===== src/rtl/dtcm_arbt_pkg.sv =====
// Shared types and default geometry for the DTCM ICB arbiter.
package dtcm_arbt_pkg;

  localparam int unsigned DTCM_AW    = 16;
  localparam int unsigned DTCM_DW    = 32;
  localparam int unsigned DTCM_DEPTH = 4096;

  typedef enum logic [1:0] {
    IDLE = 2'd0,
    RAM  = 2'd1,
    RSP  = 2'd2
  } arb_state_e;

  typedef enum logic {
    LSU = 1'b0,
    EXT = 1'b1
  } req_id_e;

endpackage


===== src/rtl/dtcm_icb_arbiter_rr_arb2.sv =====
// Two-way round-robin grant: sole requester wins, a tie goes to the one not granted last.
module dtcm_rr_arb2
  import dtcm_arbt_pkg::*;
(
  input  logic       valid_lsu_i,
  input  logic       valid_ext_i,
  input  req_id_e    last_grant_i,
  output logic [1:0] grant_o
);

  // One-hot grant, bit 0 = LSU, bit 1 = EXT
  always_comb begin
    grant_o = 2'b00;
    if (valid_lsu_i && valid_ext_i) begin
      grant_o = (last_grant_i == EXT) ? 2'b01 : 2'b10;
    end else if (valid_lsu_i) begin
      grant_o = 2'b01;
    end else if (valid_ext_i) begin
      grant_o = 2'b10;
    end
  end

endmodule


===== src/rtl/dtcm_icb_arbiter.sv =====
// Arbitrates the LSU and an external ICB master onto a single-port DTCM SRAM,
// one transaction outstanding at a time.
module dtcm_icb_arbiter
  import dtcm_arbt_pkg::*;
#(
  parameter int unsigned AW    = DTCM_AW,
  parameter int unsigned DW    = DTCM_DW,
  parameter int unsigned DEPTH = DTCM_DEPTH
) (
  input  logic                     clk,
  input  logic                     rst,
  input  logic                     lsu_icb_cmd_valid,
  output logic                     lsu_icb_cmd_ready,
  input  logic [AW-1:0]            lsu_icb_cmd_addr,
  input  logic                     lsu_icb_cmd_read,
  input  logic [DW-1:0]            lsu_icb_cmd_wdata,
  input  logic [DW/8-1:0]          lsu_icb_cmd_wmask,
  output logic                     lsu_icb_rsp_valid,
  input  logic                     lsu_icb_rsp_ready,
  output logic                     lsu_icb_rsp_err,
  output logic [DW-1:0]            lsu_icb_rsp_rdata,
  input  logic                     ext2dtcm_icb_cmd_valid,
  output logic                     ext2dtcm_icb_cmd_ready,
  input  logic [AW-1:0]            ext2dtcm_icb_cmd_addr,
  input  logic                     ext2dtcm_icb_cmd_read,
  input  logic [DW-1:0]            ext2dtcm_icb_cmd_wdata,
  input  logic [DW/8-1:0]          ext2dtcm_icb_cmd_wmask,
  output logic                     ext2dtcm_icb_rsp_valid,
  input  logic                     ext2dtcm_icb_rsp_ready,
  output logic                     ext2dtcm_icb_rsp_err,
  output logic [DW-1:0]            ext2dtcm_icb_rsp_rdata,
  output logic                     ram_cs,
  output logic                     ram_we,
  output logic [$clog2(DEPTH)-1:0] ram_addr,
  output logic [DW/8-1:0]          ram_wem,
  output logic [DW-1:0]            ram_din,
  input  logic [DW-1:0]            ram_dout
);

  localparam int unsigned RAM_AW     = $clog2(DEPTH);
  localparam int unsigned MW         = DW / 8;
  localparam logic [63:0] ADDR_LIMIT = 64'(DEPTH) * 64'd4;

  arb_state_e        state_q, state_d;
  req_id_e           owner_q, owner_d;
  req_id_e           last_grant_q, last_grant_d;
  logic [DW-1:0]     rdata_q, rdata_d;
  logic              err_q, err_d;
  logic              rd_q, rd_d;

  logic [1:0]        grant;
  logic              sel_read;
  logic [AW-1:0]     sel_addr;
  logic [DW-1:0]     sel_wdata;
  logic [MW-1:0]     sel_wmask;
  logic              sel_in_range;
  logic              owner_rsp_ready;

  dtcm_rr_arb2 u_rr_arb2 (
    .valid_lsu_i  (lsu_icb_cmd_valid),
    .valid_ext_i  (ext2dtcm_icb_cmd_valid),
    .last_grant_i (last_grant_q),
    .grant_o      (grant)
  );

  // Command payload of whichever requester holds the grant
  always_comb begin
    if (grant[1]) begin
      sel_read  = ext2dtcm_icb_cmd_read;
      sel_addr  = ext2dtcm_icb_cmd_addr;
      sel_wdata = ext2dtcm_icb_cmd_wdata;
      sel_wmask = ext2dtcm_icb_cmd_wmask;
    end else begin
      sel_read  = lsu_icb_cmd_read;
      sel_addr  = lsu_icb_cmd_addr;
      sel_wdata = lsu_icb_cmd_wdata;
      sel_wmask = lsu_icb_cmd_wmask;
    end
  end

  assign sel_in_range    = (64'(sel_addr) < ADDR_LIMIT);
  assign owner_rsp_ready = (owner_q == EXT) ? ext2dtcm_icb_rsp_ready : lsu_icb_rsp_ready;

  // Response payload comes straight from the buffer; only rsp_valid is steered
  assign lsu_icb_rsp_rdata      = rdata_q;
  assign lsu_icb_rsp_err        = err_q;
  assign ext2dtcm_icb_rsp_rdata = rdata_q;
  assign ext2dtcm_icb_rsp_err   = err_q;

  // Next-state, handshake and SRAM drive; everything held quiet while rst is high
  always_comb begin
    state_d                = state_q;
    owner_d                = owner_q;
    last_grant_d           = last_grant_q;
    rdata_d                = rdata_q;
    err_d                  = err_q;
    rd_d                   = rd_q;
    lsu_icb_cmd_ready      = 1'b0;
    ext2dtcm_icb_cmd_ready = 1'b0;
    lsu_icb_rsp_valid      = 1'b0;
    ext2dtcm_icb_rsp_valid = 1'b0;
    ram_cs                 = 1'b0;
    ram_we                 = 1'b0;
    ram_addr               = '0;
    ram_wem                = '0;
    ram_din                = '0;
    if (!rst) begin
      unique case (state_q)
        IDLE: begin
          lsu_icb_cmd_ready      = grant[0];
          ext2dtcm_icb_cmd_ready = grant[1];
          if (|grant) begin
            owner_d      = grant[1] ? EXT : LSU;
            last_grant_d = grant[1] ? EXT : LSU;
            rd_d         = sel_read;
            if (sel_in_range) begin
              ram_cs   = 1'b1;
              ram_we   = ~sel_read;
              ram_addr = sel_addr[RAM_AW+1:2];
              ram_wem  = sel_read ? '0 : sel_wmask;
              ram_din  = sel_wdata;
              err_d    = 1'b0;
              state_d  = RAM;
            end else begin
              err_d   = 1'b1;
              rdata_d = '0;
              state_d = RSP;
            end
          end
        end
        RAM: begin
          rdata_d = rd_q ? ram_dout : '0;
          err_d   = 1'b0;
          state_d = RSP;
        end
        RSP: begin
          lsu_icb_rsp_valid      = (owner_q == LSU);
          ext2dtcm_icb_rsp_valid = (owner_q == EXT);
          if (owner_rsp_ready) begin
            state_d = IDLE;
          end
        end
        default: state_d = IDLE;
      endcase
    end
  end

  // State and response buffer registers
  always_ff @(posedge clk) begin
    if (rst) begin
      state_q      <= IDLE;
      owner_q      <= LSU;
      last_grant_q <= EXT;
      rdata_q      <= '0;
      err_q        <= 1'b0;
      rd_q         <= 1'b0;
    end else begin
      state_q      <= state_d;
      owner_q      <= owner_d;
      last_grant_q <= last_grant_d;
      rdata_q      <= rdata_d;
      err_q        <= err_d;
      rd_q         <= rd_d;
    end
  end

endmodule


===== config.mk =====
export PLATFORM = sky130hd
export DESIGN_NAME = dtcm_icb_arbiter
export DESIGN_NICKNAME = d
export VERILOG_FILES = /design/src/rtl/dtcm_arbt_pkg.sv /design/src/rtl/dtcm_icb_arbiter_rr_arb2.sv /design/src/rtl/dtcm_icb_arbiter.sv
export SDC_FILE = /design/constraint.sdc
export NUM_CORES = 1
export LEC_CHECK = 0
export CAP_MARGIN = 20
export CORE_AREA = 5 5 106 108
export CTS_CLUSTER_DIAMETER = 60
export DETAILED_ROUTE_END_ITERATION = 10
export DIE_AREA = 0 0 111 113
export PLACE_DENSITY = 0.86
export SYNTH_ARGS = -nofsm -noshare
export SYNTH_HDL_FRONTEND = slang
export SYNTH_SLANG_ARGS = --single-unit

===== constraint.sdc =====
create_clock -name clk -period 1.6 [get_ports clk]
set_input_delay 0.16 -clock clk [delete_from_list [all_inputs] [get_ports clk]]
set_output_delay 0.16 -clock clk [all_outputs]
set_load 0.05 [all_outputs]

==> results of run 1 <==
[cell usage after synthesis (all sizes together)]
cell type	instances
buf	39
o21ba	1
nor2b	1
a221o	1
a22oi	1
nand3b	8
o32ai	1
mux2	3
nor4	1
a21boi	2
nand2b	33
nor2	7
nor3	1
nor3b	1
inv	2
nor4b	1
nand2	123
or3	1
o21ai	33
clkbuf	21
a21oi	48
mux2i	2
nor4bb	3
dfxtp	38
[worst max-delay path: cells and delay by family]
| family | cells | cell delay [ns] |
|---|---|---|
| buf+inv | 4 | 0.85 |
| mux | 1 | 0.11 |
| compound gates | 1 | 0.14 |
| simple gates | 2 | 0.65 |
[worst paths after layout]
kind | to | cells past startpoint
setup / recovery | ram_din[26] | 8
hold / removal | ext2dtcm_icb_rsp_rdata[0]$_SDFFE_PP0P_ | 3
setup reg to reg | ext2dtcm_icb_rsp_rdata[25]$_SDFFE_PP0P_ | 6
hold reg to reg | ext2dtcm_icb_rsp_rdata[13]$_SDFFE_PP0P_ | 2
[sequential cells by signal, indices dropped and copies added (netlist names)]
| signal | flops |
|---|---|
| ext2dtcm_icb_rsp_rdata | 32 |
| state_q | 2 |
| ext2dtcm_icb_rsp_err | 1 |
| last_grant_q | 1 |
| owner_q | 1 |
| rd_q | 1 |
[per-stage QoR]
stage	std cells	power [mW]	setup TNS, ns	hold slack [ns]	setup WS, ns
floorplan	372	1.55	-12.29	0.269	-0.268
global placement	729	2.23	-42.94	0.476	-0.562
detailed placement	729	2.24	-43.92	0.490	-0.610
CTS	746	3.14	-28.15	0.407	-0.475
global route	747	3.29	-34.67	0.408	-0.561
finish	747	3.14	-27.73	0.421	-0.482
[repair_timing]
item                                   in CTS  in global routing
endpoints found under the hold margin       0                  0
gates resized for setup                    48                 10
cloned                                      5                  0
setup buffers                               5                  1
hold buffers                                0                  0
pin swaps                                   3                  2
setup endpoints to repair                  86                 85
[cell families (layout without fill, tap and decap cells)]
logic type	Yosys count	count (layout)	synth area share
AND/OR/NAND/NOR	180	180	0.307
AO/OA/AOI/OAI	87	87	0.242
buffers and inverters	62	301	0.147
flip-flops	38	38	0.284
multiplexers	5	5	0.0201
[power groups by stage]
stage                     Clock (mW)  Combinational (mW)  Sequential [mW]
after floorplan                    0               0.520             1.03
after global placement             0                1.22             1.01
after detailed placement           0                1.24             1.01
after CTS                      0.721                1.43            0.985
after global routing           0.774                1.53            0.988
final                          0.690                1.46            0.985
[area by class of cell]
cell class | instances | area (sq um)
clock buffer | 6 | 82.6
clock inverter | 2 | 12.5
fill | 784 | 3730
inverter | 2 | 7.51
multi-input combinational | 272 | 1970
sequential | 38 | 763
tap | 136 | 170
timing repair buffer | 291 | 3410
[per-layer routing]
| metal | global-route usage | part of all wire | vias to the layer above |
|---|---|---|---|
| li1 | - | - | 1652 |
| met1 | 0.234 | 0.38 | 1638 |
| met2 | 0.385 | 0.54 | 168 |
| met3 | 0.0524 | 0.066 | 16 |
| met4 | 0.0452 | 0.016 | 0 |
| met5 | 0 | 0 | - |
[cells in the final DEF, fill, tap and decap left out, drive strengths merged, types with 6 or more instances in the layout]
cell           instances
a21oi                 48
buf                  149
clkbuf                 6
clkdlybuf4s50        137
dfxtp                 38
nand2                123
nand2b                33
nand3b                 8
nor2                   7
o21ai                 33
==> out/metrics.cfg, run 1 <==
[status]
outcome=finished with violations
failed_checks=negative setup slack

[clocking]
numCtsBuffers=5
cts_max_path_buffers=2
insertion_delay_ns=0.28
cts_tree=done
path_clk_slew_ns=0.08
cts_sinks=38
root_buffer=clkbuf_8
cts-htree-levels=2

[sta]
setup_viol=85
relSlewSlack=0.756
finalWorstSetupSlack_ns=-0.482
worstMarginPinSlew_ns=0.361
period_minus_slack_ns=2.08
final_max_slew_viol_count=0
fmax_mhz=480
final_hold_viol_count=0
rsz0062_at_grt=true
skew_ns=0.00776
timing.final.crit_share=1.30

[setup_path]
crit_chain=clkdlybuf4s50_1 -> nor2_1 -> mux2i_1 -> or3_4 -> buf_12 -> buf_12 -> a21oi_4 -> buf_12
startpoint=lsu_icb_cmd_addr[15]
critPathRequiredTime_ns=1.44
cp_max_fo=6
slowest_delay_ns=0.46
rrSetupSlack_ns=-0.25
worst_setup_path_end_kind=primary output
cpMostUsedCell=buf_12
critPathLaunchType=primary input
crit_arrival_ns=1.92
slowest_stage=or3_4
r2r_start=last_grant_q$_SDFFE_PP1P_
crit_type=primary input to primary output

[power]
intPower_mw=2.08
p_leak_nw=2.46
max-vdd-ir-drop_mv=0.370
p_switching_mw=1.06
combinationalPowerShare=0.466
p_per_area_nw_per_um2=489
p_clk_frac=0.220
pwr-share-seq=0.314
swShare=0.337

[logic_synthesis]
avgSynthCellArea_sq_um=7.21
synthTopCellsByArea=dfxtp_1 (28%), nand2_1 (17%), a21oi_2 (15%), buf_4 (9.2%), nand2b_1 (7.7%)
yosys.cell_types.count=29
yosysWarnings=0
synth_top_area_share=0.284
syn_nets=516
synthCells=372
yosys.area.top_type=dfxtp_1
ys_ff_latch=38
syn_area_sq_um=2680
yosysSeqAreaShare=0.284

[cells_and_area]
postLayoutCoreUtil=0.632
diodes=0
synthToLayoutAreaGrowth_pct=139
nets=754
drive_above_1_share=0.376
design_area_sq_um=6410

[floorplanning]
die_h_microns=113
io_pins=264
dieArea_sq_um=12500
die_w_microns=111
core_area_sq_um=10100
initial_utilization=0.265
fp-row-count=37

[route]
wire_per_inst_microns=18.1
drc=0
vias_per_cell=4.65
drt_iter0_drc=152
firstDrtPassIters=4
ant_nets=0
num_vias=3474
wirelength_mm=13.5

[place]
gp_congestion=0.923
place_hpwl_mm=9.95
numPortBuffers=259
dpl_cell_area_sq_um=5750

[global_route]
antenna_found_initial=0
grt_pass1_wl_mm=20.8
gr-usage-all-layers=0.205
overflow=0
grt_max_degree=44
grt_pass1_vias=3609

[worst_hold_path]
hold_start=ram_dout[0]
hp-class=primary input to flip-flop

[flow_run]
drv_cap=0

Note: power is estimated with default switching activity, not from simulation.
==> run 2, diff against run 1 <==
- CTS_CLUSTER_SIZE: default -> 40
==> results of run 2 <==
The final DEF is identical to that of run 1; final timing and power are the same.
